**config.mk**
```make
export PLATFORM = sky130hd
export DESIGN_NAME = muldiv_unit
export DESIGN_NICKNAME = d
export VERILOG_FILES = /design/src/rtl/muldiv_unit.sv
export SDC_FILE = /design/constraint.sdc
export NUM_CORES = 1
export LEC_CHECK = 0
export CORE_AREA = 4 4 131 227
export CTS_CLUSTER_DIAMETER = 30
export DETAILED_ROUTE_END_ITERATION = 10
export DIE_AREA = 0 0 135 231
export HOLD_SLACK_MARGIN = 0.12
export PLACE_DENSITY = 0.89
export SETUP_SLACK_MARGIN = 0.05
export SYNTH_ARGS = -nofsm -noshare
export SYNTH_HDL_FRONTEND = slang
export SYNTH_SLANG_ARGS = --single-unit
```
**constraint.sdc**
```tcl
create_clock -name clk -period 2.9 [get_ports clk]
set_input_delay 0.435 -clock clk [delete_from_list [all_inputs] [get_ports clk]]
set_output_delay 0.435 -clock clk [all_outputs]
set_load 0.05 [all_outputs]
```
**src/rtl/muldiv_unit.sv**
```systemverilog
// Iterative multiply/divide unit: shift-add multiply and restoring divide, one bit per clock,
// with a start/busy/done handshake and sign correction applied in a final FIX cycle.
module muldiv_unit #(
  parameter int W = 32
) (
  input  logic         clk,
  input  logic         rst_n,
  input  logic         start,
  input  logic [1:0]   op,
  input  logic [W-1:0] a,
  input  logic [W-1:0] b,
  output logic         busy,
  output logic         done,
  output logic [W-1:0] hi,
  output logic [W-1:0] lo,
  output logic         div_by_zero
);

  localparam int CW = $clog2(W);

  typedef enum logic [1:0] {
    IDLE = 2'd0,
    CALC = 2'd1,
    FIX  = 2'd2
  } state_t;

  state_t          state_r;
  logic [CW-1:0]   cnt_r;
  logic [2*W-1:0]  acc_r;
  logic [W-1:0]    opnd_r;
  logic            div_r;
  logic            sa_r;
  logic            neg_r;

  logic [W-1:0]    abs_a_s;
  logic [W-1:0]    abs_b_s;
  logic            sa_s;
  logic            sb_s;
  logic [W:0]      add_s;
  logic [W:0]      rem_cand_s;
  logic [W-1:0]    diff_s;
  logic [2*W-1:0]  mul_next_s;
  logic [2*W-1:0]  div_next_s;
  logic [2*W-1:0]  prod_neg_s;
  logic [W-1:0]    fix_hi_s;
  logic [W-1:0]    fix_lo_s;
  logic            fix_dbz_s;

  // The most negative value negates to itself, which is its correct unsigned magnitude.
  function automatic logic [W-1:0] neg_w(input logic [W-1:0] x);
    return ~x + W'(1);
  endfunction

  // Operand magnitudes and sign flags for the load in IDLE.
  always_comb begin
    sa_s    = op[0] & a[W-1];
    sb_s    = op[0] & b[W-1];
    abs_a_s = sa_s ? neg_w(a) : a;
    abs_b_s = sb_s ? neg_w(b) : b;
  end

  // One iteration of each algorithm; divide keeps remainder in acc[2W-1:W], quotient below.
  always_comb begin
    add_s      = {1'b0, acc_r[2*W-1:W]} + {1'b0, opnd_r};
    mul_next_s = acc_r[0] ? {add_s, acc_r[W-1:1]} : {1'b0, acc_r[2*W-1:1]};
    rem_cand_s = acc_r[2*W-1:W-1];
    diff_s     = rem_cand_s[W-1:0] - opnd_r;
    if (rem_cand_s >= {1'b0, opnd_r}) begin
      div_next_s = {diff_s, acc_r[W-2:0], 1'b1};
    end else begin
      div_next_s = {acc_r[2*W-2:0], 1'b0};
    end
  end

  // Sign correction; divide-by-zero skips the quotient fix, and the remainder fix restores a.
  always_comb begin
    prod_neg_s = ~acc_r + {{(2*W-1){1'b0}}, 1'b1};
    fix_hi_s   = {W{1'b0}};
    fix_lo_s   = {W{1'b0}};
    fix_dbz_s  = 1'b0;
    if (div_r) begin
      fix_hi_s = sa_r ? neg_w(acc_r[2*W-1:W]) : acc_r[2*W-1:W];
      if (opnd_r == {W{1'b0}}) begin
        fix_lo_s  = {W{1'b1}};
        fix_dbz_s = 1'b1;
      end else begin
        fix_lo_s  = neg_r ? neg_w(acc_r[W-1:0]) : acc_r[W-1:0];
        fix_dbz_s = 1'b0;
      end
    end else begin
      fix_hi_s  = neg_r ? prod_neg_s[2*W-1:W] : acc_r[2*W-1:W];
      fix_lo_s  = neg_r ? prod_neg_s[W-1:0]   : acc_r[W-1:0];
      fix_dbz_s = 1'b0;
    end
  end

  // Control FSM with registered handshake and result outputs.
  always_ff @(posedge clk or negedge rst_n) begin
    if (!rst_n) begin
      state_r     <= IDLE;
      cnt_r       <= {CW{1'b0}};
      acc_r       <= {(2*W){1'b0}};
      opnd_r      <= {W{1'b0}};
      div_r       <= 1'b0;
      sa_r        <= 1'b0;
      neg_r       <= 1'b0;
      busy        <= 1'b0;
      done        <= 1'b0;
      hi          <= {W{1'b0}};
      lo          <= {W{1'b0}};
      div_by_zero <= 1'b0;
    end else begin
      case (state_r)
        IDLE: begin
          done <= 1'b0;
          if (start) begin
            div_r   <= op[1];
            sa_r    <= sa_s;
            neg_r   <= sa_s ^ sb_s;
            cnt_r   <= CW'(W - 1);
            acc_r   <= op[1] ? {{W{1'b0}}, abs_a_s} : {{W{1'b0}}, abs_b_s};
            opnd_r  <= op[1] ? abs_b_s : abs_a_s;
            busy    <= 1'b1;
            state_r <= CALC;
          end else begin
            state_r <= IDLE;
          end
        end
        CALC: begin
          done  <= 1'b0;
          acc_r <= div_r ? div_next_s : mul_next_s;
          if (cnt_r == {CW{1'b0}}) begin
            state_r <= FIX;
          end else begin
            cnt_r <= cnt_r - CW'(1);
          end
        end
        FIX: begin
          hi          <= fix_hi_s;
          lo          <= fix_lo_s;
          div_by_zero <= fix_dbz_s;
          done        <= 1'b1;
          busy        <= 1'b0;
          state_r     <= IDLE;
        end
        default: begin
          busy    <= 1'b0;
          done    <= 1'b0;
          state_r <= IDLE;
        end
      endcase
    end
  end

endmodule

```
After elaboration in Yosys (flattened, before gate mapping) --
Index checks and enable logic that the tools add are counted.
Word-level totals: register bits after elaboration 173, bits in latches 0, RAM bits 0, ROM bits 0, word-level logic and storage cells 70, memories kept 0
Operators by class: $add $sub $neg 8, $mul 0, div/mod/pow operators 0, magnitude comparators 1, equality and inequality tests 5, shift-type cells 0, multiplexer cells 27, bitwise logic cells 9, reduce and logical (&&, ||, !) cells 8
Operators by type and width (number):
- $mux W32 | 11
- $mux W64 | 4
- $add A32 B1 Y32 const B | 4
- $not A32 Y32 | 4
- $pmux W64 S2 | 1
- $add A64 B1 Y64 const B | 1
- $not A64 Y64 | 1
- $add A32 B32 Y33 | 1
- $ge A33 B32 Y1 | 1
- $logic_not A32 Y1 | 1
- $sub A32 B32 Y32 | 1
- $mux W5 | 2
- $pmux W5 S2 | 1
- $ne A2 B2 Y1 const B | 3
- $reduce_and A2 Y1 | 3
- $logic_not A5 Y1 | 1
- $mux W1 | 5
- $sub A5 B1 Y5 const B | 1
- $pmux W2 S2 | 1
- $reduce_and A3 Y1 | 1
- $and A1 B1 Y1 | 2
- $eq A2 B1 Y1 const B | 1
- $eq A2 B2 Y1 const B | 1
- $logic_not A2 Y1 | 1
- 5 further kinds | 5

Logic depth before layout (Yosys ltp) --
Gate-level depths: netlist of the first run.
depth after elaboration 6, depth in mapped cells 14, mapped depth without buffers 13

Worst setup path after synthesis of the first run --
No wires, ideal clock.
path kind reg-to-reg, from reg acc_r[45], to reg acc_r[63], setup time 0.122 ns, arrival time 3.091 ns, data required time 2.778 ns, setup slack -0.313 ns, cell stages (with the launch flop) 13, period minus slack after synthesis 3.213 ns, cells stage by stage dfrtp_1 ha_1 buf_4 nand4_4 or4_4 or4_4 nand3_1 nor3_1 o21bai_4 buf_8 buf_4 nand4_1 a32o_1
Between the ends: word-level cells in the longest chain between the ends 4, elaborated cells between the ends (all ways) 7, those cells by class add/sub (2); order compare (1); mux (4)
RTL lines:
- start, declared | RTL line 29 | logic [2*W-1:0] acc_r;
- start signal, assigned | RTL line 102 | acc_r <= {(2*W){1'b0}};
- start signal, assigned | RTL line 121 | acc_r <= op[1] ? {{W{1'b0}}, abs_a_s} : {{W{1'b0}}, abs_b_s};
- start signal, assigned | RTL line 131 | acc_r <= div_r ? div_next_s : mul_next_s;
- $add A32 B32 Y33 (tied with other cells) | RTL line 64 | add_s = {1'b0, acc_r[2*W-1:W]} + {1'b0, opnd_r};
- $mux W64, on equally long branches | RTL line 65, 68
- $mux W64 * | RTL line 131
- $pmux W64 S2 * | RTL line 113 | case (state_r)
Mark *: on every way between the ends. The rest lies on a longest branch, timed or not. A chain may end at the register's enable or synchronous reset.

Final worst setup path of the first run --
from reg opnd_r[24], to reg acc_r[51]
Between the ends: word-level cells in the longest chain between the ends 4
RTL lines:
- start, declared | RTL line 30 | logic [W-1:0] opnd_r;
- start signal, assigned | RTL line 103 | opnd_r <= {W{1'b0}};
- start signal, assigned | RTL line 122 | opnd_r <= op[1] ? abs_b_s : abs_a_s;
- $ge A33 B32 Y1 | RTL line 68 | if (rem_cand_s >= {1'b0, opnd_r}) begin
- $mux W64 | RTL line 68
- $mux W64 | RTL line 131
- $pmux W64 S2 | RTL line 113
No other way between the ends.

==> flow_summary_export.csv, run 1 <==
group,metric,value,unit
yosys,synthCells,1877,
timing,rsz0062_at_grt,"yes",
yosys,ys_warn_count,0,
final_layout,postLayoutCellArea,0.0210,mm²
die,rows,81,
setup_path,critPathTopFamily,"simple AND/OR/NAND/NOR gates",
status,violations,"setup timing",
timing,tns,-15070,ps
clock_network,cts_max_level,4,
setup_path,start_kind,"register",
yosys,synth_top_area_frac,0.292,
yosys,synthAdderAreaFrac,0.0617,
yosys,synth_mux_area_frac,0.0480,
setup_path,path_class,"reg -> reg",
timing,max_freq,0.292,GHz
yosys,ys_types,80,
placed_design,portBuffers,135,
yosys,synth_area_leader_cell,"dfrtp_1",
clock_network,cts_tree,"built",
yosys,syn_area,0.0148,mm²
die,io-pin-count,136,
setup_path,worstSetupEndpointType,"register",
timing,fin_crit_sh,1.18,
final_layout,n_antenna_cell,0,
drt,first_pass_iters,7,
clock_network,path_clk_slew,70,ps
clock_network,clk_latency,470,ps
flow_run,cap_violations,0,
final_layout,seqCellArea,0.00434,mm²
die,die_x,135,µm
final_layout,multi_input_area,0.0107,mm²
setup_path,crit_chain,"inv_1, ha_1, nand4_1, or4_4, nand3_2, nand2_2, o21bai_4, buf_4, buf_6, or2b_1, mux2i_1, buf_4, o31ai_4",
final_layout,finish.net_count,2466,
status,status,"finished, violations left",
die,start_util,0.533,
timing,worst_slack,-520,ps
drt,vias_per_cell,6.30,
setup_path,crit_arrival,3760,ps
setup_path,crit_slowest_cell,"or4_4",
final_layout,drive_above_1_share,0.267,
clock_network,root_buffer,"clkbuf_16",
yosys,synth-edff-count,0,
drt,wl,61.7,mm
timing,setup_viol,39,
die,core_area,0.0279,mm²
grt,antenna_found_initial,0,
placed_design,post-place-ws,-579,ps
timing,hold_violations,0,
yosys,synth_most_common_cell,"nand2_1",
yosys,avgSynthCellArea,7.91,µm²
grt,grt_first_pass_wirelength,90.5,mm
drt,dr_wl_met2,30.5,mm
final_layout,fill_cells,1888,
yosys,synth-xor-area-share,0.101,
timing,slew_viol_final,0,
yosys,ys_ff_latch,173,
die,die_h,231,µm
setup_path,max_stage_delay,660,ps
drt,drcViolationCount,0,
yosys,synth_top_family_by_area,"compound AO/OA/AOI/OAI gates",
timing,worst-slew-pin-transition,858,ps
drt,dr.first_iter.drc_count,1567,
timing,period_minus_slack,3420,ps
clock_network,cts_buffers,17,
placed_design,place_area,0.0191,mm²
timing,relSlewSlack,0.428,
drt,num_vias,17100,
drt,drtAntennaViolNets,0,
drt,routedWlPerCell,22.7,µm
setup_path,worstPathMaxFanout,4,
yosys,synthFlopType,"dfrtp_1",
yosys,synth_compound_area_frac,0.257,
placed_design,hpwl,45.0,mm
drt,wl_met3,3.99,mm
min_path,hold_class,"reg -> reg",
drt,top_layer_used,"met4",
setup_path,path_buf_inv,4,
final_layout,final_util,0.753,
grt,grt_pass1_vias,16700,
grt,grt-ovfl-total,0,
clock_network,cts_max_path_buffers,2,
yosys,ys_top_cells_by_count,"nand2_1, a21oi_1, o21ai_0",
grt,grt_max_degree,113,
timing,finClkSkew,17.7,ps
grt,grtUsageTotal,0.376,
yosys,yosys.area_share.simple,0.189,
drt,drt-met1-wl,20.0,mm
yosys,synth-async-reset-ratio,1.00,
clock_network,clkSinkCount,173,
final_layout,area_delta_synth_final,41.3,%
placed_design,gp_congestion,1.03,
setup_path,cpMostUsedCell,"buf_4",
yosys,synth.area.top_cells,"dfrtp_1, a21oi_1, o21ai_0",
setup_path,crit_required,3240,ps
yosys,synth_fp_nets,2018,
die,fp.dieArea,0.0312,mm²
yosys,seq_area_frac_synth,0.292,
-- stage by stage --
| step | hold WS [ps] | cells |
|---|---|---|
| floorplan | 139 | 1877 |
| global placement | 443 | 2639 |
| detailed placement | 452 | 2639 |
| CTS | 487 | 2699 |
| global route | 508 | 2711 |
| finish | 482 | 2711 |
-- metal layers --
layer	global-route usage	up-vias
met1	0.386	8030
li1	-	7671
met4	0.328	0
met5	0	-
met3	0.0519	380
met2	0.656	988
-- worst paths after layout --
check | end | slack, ps | depth (start not counted) | from
min | hi[14] | 480 | 2 | hi[14]
max | acc_r[51] | -520 | 13 | opnd_r[24]
min in group asynchronous | hi[7] | 520 | 2 | rst_n
min reg2reg | hi[14] | 480 | 2 | hi[14]
max reg2reg | acc_r[51] | -520 | 13 | opnd_r[24]
max in group asynchronous | lo[14] | 1520 | 3 | rst_n
-- tightest hold or removal path: stages, from the launching register on --
cell,delay [ps]
dfrtp_1,350
nand2_1,50
o21ai_0,60
-- layout by cell type (no fill, tap or decap), types with 11 or more instances in the layout --
| master | count |
|---|---|
| buf_4 | 379 |
| nand2_1 | 190 |
| a21oi_1 | 184 |
| nor2_1 | 171 |
| dfrtp_1 | 166 |
| o21ai_0 | 160 |
| clkdlybuf4s50_1 | 129 |
| xnor2_1 | 97 |
| xor2_1 | 70 |
| mux2i_1 | 60 |
| inv_1 | 56 |
| ha_1 | 50 |
| nor3_1 | 36 |
| a21o_1 | 36 |
| o21ai_1 | 26 |
| nand3_1 | 22 |
| buf_6 | 21 |
| o211ai_1 | 19 |
| o31ai_1 | 19 |
| a211oi_1 | 19 |
| ha_4 | 19 |
| nand4_1 | 17 |
| clkbuf_16 | 17 |
| nor4_1 | 16 |
| nor2b_1 | 16 |
| inv_2 | 15 |
| or3_1 | 11 |
-- flip-flops by register name, indices dropped and copies added, names as in the netlist --
signal       count
acc_r           64
hi              32
lo              32
opnd_r          32
cnt_r            5
state_r          2
busy             1
div_by_zero      1
div_r            1
done             1
neg_r            1
sa_r             1
-- cell type report --
type / instances / share of cell area
clock inverters: 15 / 0.0102
multi-input cells: 1520 / 0.511
well taps: 373 / 0.0222
inverters: 72 / 0.0129
flip-flops and latches: 173 / 0.207
clock buffers: 17 / 0.0203
repair buffers: 541 / 0.216
-- cell families after synthesis --
| family | count (synthesis) |
|---|---|
| xor gates and xnor gates | 172 |
| buffers and inverters | 184 |
| and+or+nand+nor | 589 |
| adders and majority gates | 72 |
| muxes | 70 |
| AOI/OAI and AO/OA | 617 |
| DFF | 173 |
-- repair_timing --
item | 4_1_cts | 5_1_grt
gates cloned | 1 | 0
setup endpoints to repair | 61 | 74
endpoints found under the hold margin | 56 | 0
hold buffers | 1 | 0
pin swaps | 39 | 63
resized for setup | 106 | 111
setup buffers | 27 | 16
Power of run 1 is not shown: default switching activity piles up to over one toggle a cycle in this logic, so the estimate is an artifact.
==> run 2, diff against run 1 <==
Settings changed: REMOVE_ABC_BUFFERS from default to 1.
==> flow_summary_export.csv, run 2 (synthesis gave the netlist of run 1 again) <==
group,metric,value,unit
status,status,"finished, violations left",
status,violations,"setup timing",
clock_network,cts_max_level,4,
drt,dr.first_iter.drc_count,1200,
final_layout,multi_input_area,0.0104,mm²
drt,num_vias,16500,
setup_path,start_kind,"register",
min_path,hold_depth,3,
drt,first_pass_iters,7,
die,io-pin-count,136,
placed_design,post-place-ws,-764,ps
setup_path,reg2reg_from,"opnd_r[10]",
grt,grtUsageMet3,0.0353,
clock_network,clkSinkCount,173,
placed_design,gp_congestion,0.972,
die,die_x,135,µm
clock_network,clk_latency,470,ps
final_layout,finish.net_count,2453,
setup_path,crit_arrival,3670,ps
pwr,clkPwrFrac,0.079,
timing,slew_viol_final,0,
timing,rsz0062_at_grt,"yes",
final_layout,instances_no_fill,2698,
pwr,vdd_drop_max,972,µV
grt,grt.met2_usage,0.644,
placed_design,dp.cells,2637,
pwr,p_int,15.4,mW
die,die_h,231,µm
drt,vias_per_cell,6.13,
pwr,p_leak,9.14,nW
timing,hold_violations,0,
grt,antenna_found_initial,0,
timing,relSlewSlack,0.216,
pwr,power.density,1480,mW/mm²
timing,worst-slew-pin-transition,1170,ps
grt,grt-ovfl-total,0,
final_layout,fill_cells,2079,
setup_path,path_class,"reg -> reg",
final_layout,drive_above_1_share,0.241,
final_layout,largest-register,"acc_r",
die,core_area,0.0279,mm²
timing,tns,-11980,ps
pwr,power.share.sequential,0.146,
drt,drtAntennaViolNets,0,
timing,finClkSkew,13.6,ps
setup_path,r2r_cells,13,
die,rows,81,
placed_design,portBuffers,135,
min_path,holdPathEnd,"opnd_r[29]",
setup_path,regToRegEndpoint,"acc_r[37]",
grt,grt_first_pass_wirelength,88.4,mm
clock_network,cts_tree,"built",
final_layout,final_common_cell,"buf_4",
final_layout,final_cell_mix,"buf_4, nand2_1, a21oi_1",
grt,grt_max_degree,103,
timing,max_freq,0.301,GHz
setup_path,rrSetupSlack,-420,ps
timing,setup_viol,44,
drt,routedWlPerCell,21.3,µm
clock_network,cts_buffers,17,
pwr,switching_share,0.495,
final_layout,seqCellArea,0.00433,mm²
pwr,p_sw,15.1,mW
die,fp.dieArea,0.0312,mm²
timing,worst_slack,-422,ps
grt,use_met1,0.382,
drt,drcViolationCount,0,
timing,fin_crit_sh,1.15,
grt,grt_pass1_vias,16800,
final_layout,n_antenna_cell,0,
clock_network,cts_max_path_buffers,2,
drt,wl,57.4,mm
setup_path,crit_required,3250,ps
flow_run,cap_violations,0,
placed_design,hpwl,44.3,mm
grt,busiest_layer,"met2",
die,start_util,0.533,
setup_path,worstSetupEndpointType,"register",
grt,grtUsageTotal,0.363,
clock_network,root_buffer,"clkbuf_16",
final_layout,largest_reg_flops,64,
clock_network,path_clk_slew,80,ps
min_path,hold_class,"in -> reg",
setup_path,worstPathMaxFanout,7,
timing,period_minus_slack,3320,ps
pwr,p_comb_frac,0.775,
min_path,min-delay-start,"op[1]",
final_layout,area_delta_synth_final,38.3,%
[run 2: cell types whose count changed in the layout (fill, tap and decap cells not counted), moves of 6 or more]
cell,before,now
o21ai_0,160,148
o21ai_1,26,36
inv_1,56,68
dfrtp_2,7,1
ha_1,50,62
buf_4,379,366
inv_2,15,3
dfrtp_1,166,172
ha_4,19,6
[run 2: through the flow]
stage	util	cell area [µm²]	power, mW	hold WS (ps)
detailed placement	0.681	19000	25.9	409
floorplan	-	14400	17.4	139
global route	0.737	20500	32.3	433
finish	0.737	20500	30.5	420
global placement	0.681	19000	25.4	407
CTS	0.720	20100	29.2	406
[run 2: repair_timing]
| item | CTS | global route |
|---|---|---|
| pin swaps | 58 | 50 |
| hold buffers | 1 | 0 |
| hold endpoints to repair | 44 | 0 |
| setup buffers | 13 | 16 |
| endpoints found under the setup margin | 83 | 73 |
| cloned | 0 | 0 |
| resized for setup | 104 | 79 |
[run 2: routing by layer]
layer	vias up	routed length, µm
met5	-	0
met4	0	5580
met3	260	2700
met2	750	29300
met1	7904	19900
li1	7628	-
[run 2: cell type report]
| type | instances | area share |
|---|---|---|
| multi-input cells | 1520 | 0.507 |
| inverters | 72 | 0.0132 |
| clock inverters | 15 | 0.00798 |
| flip-flops and latches | 173 | 0.211 |
| well taps | 373 | 0.0227 |
| clock buffers | 17 | 0.0207 |
| repair buffers | 528 | 0.217 |
[run 2: power groups by stage]
| stage | logic, mW | registers (mW) | clock network [mW] |
|---|---|---|---|
| after floorplan | 10.9 | 6.51 | 0 |
| after detailed placement | 21.5 | 4.42 | 0 |
| after global placement | 21.0 | 4.35 | 0 |
| after global routing | 25.3 | 4.57 | 2.50 |
| after CTS | 22.4 | 4.41 | 2.41 |
| final | 23.6 | 4.45 | 2.40 |
[run 2: critical path, cell delays in order, from the launching register on]
cell      delay (ps)
dfrtp_1          370
inv_1             90
ha_4             280
nand4_1          170
or4_4            560
or4_4            570
nand3_2          100
nor3_2            50
o21bai_4         180
buf_12           150
buf_8            140
mux2i_2          250
a21oi_1           90
a22o_1           200
[run 2: how the worst max path moves through the flow]
stage / slack, ps / start / cells after the start / endpoint
2_1_floorplan: -920 / acc_r[45] / 10 / acc_r[48]
3_3_place_gp: -750 / a[5] / 9 / opnd_r[28]
3_5_place_dp: -760 / a[5] / 9 / opnd_r[28]
4_1_cts: -370 / acc_r[41] / 12 / acc_r[37]
5_1_grt: -470 / opnd_r[10] / 13 / acc_r[53]
6_report: -420 / opnd_r[10] / 13 / acc_r[37]
Power figures use the tool's default switching activity.
==> run 3, diff against run 2 <==
Settings changed: ABC_CLOCK_PERIOD_IN_PS from default to 2900.
==> results of run 3 <==
The final DEF is identical to that of run 2; final timing and power are the same.
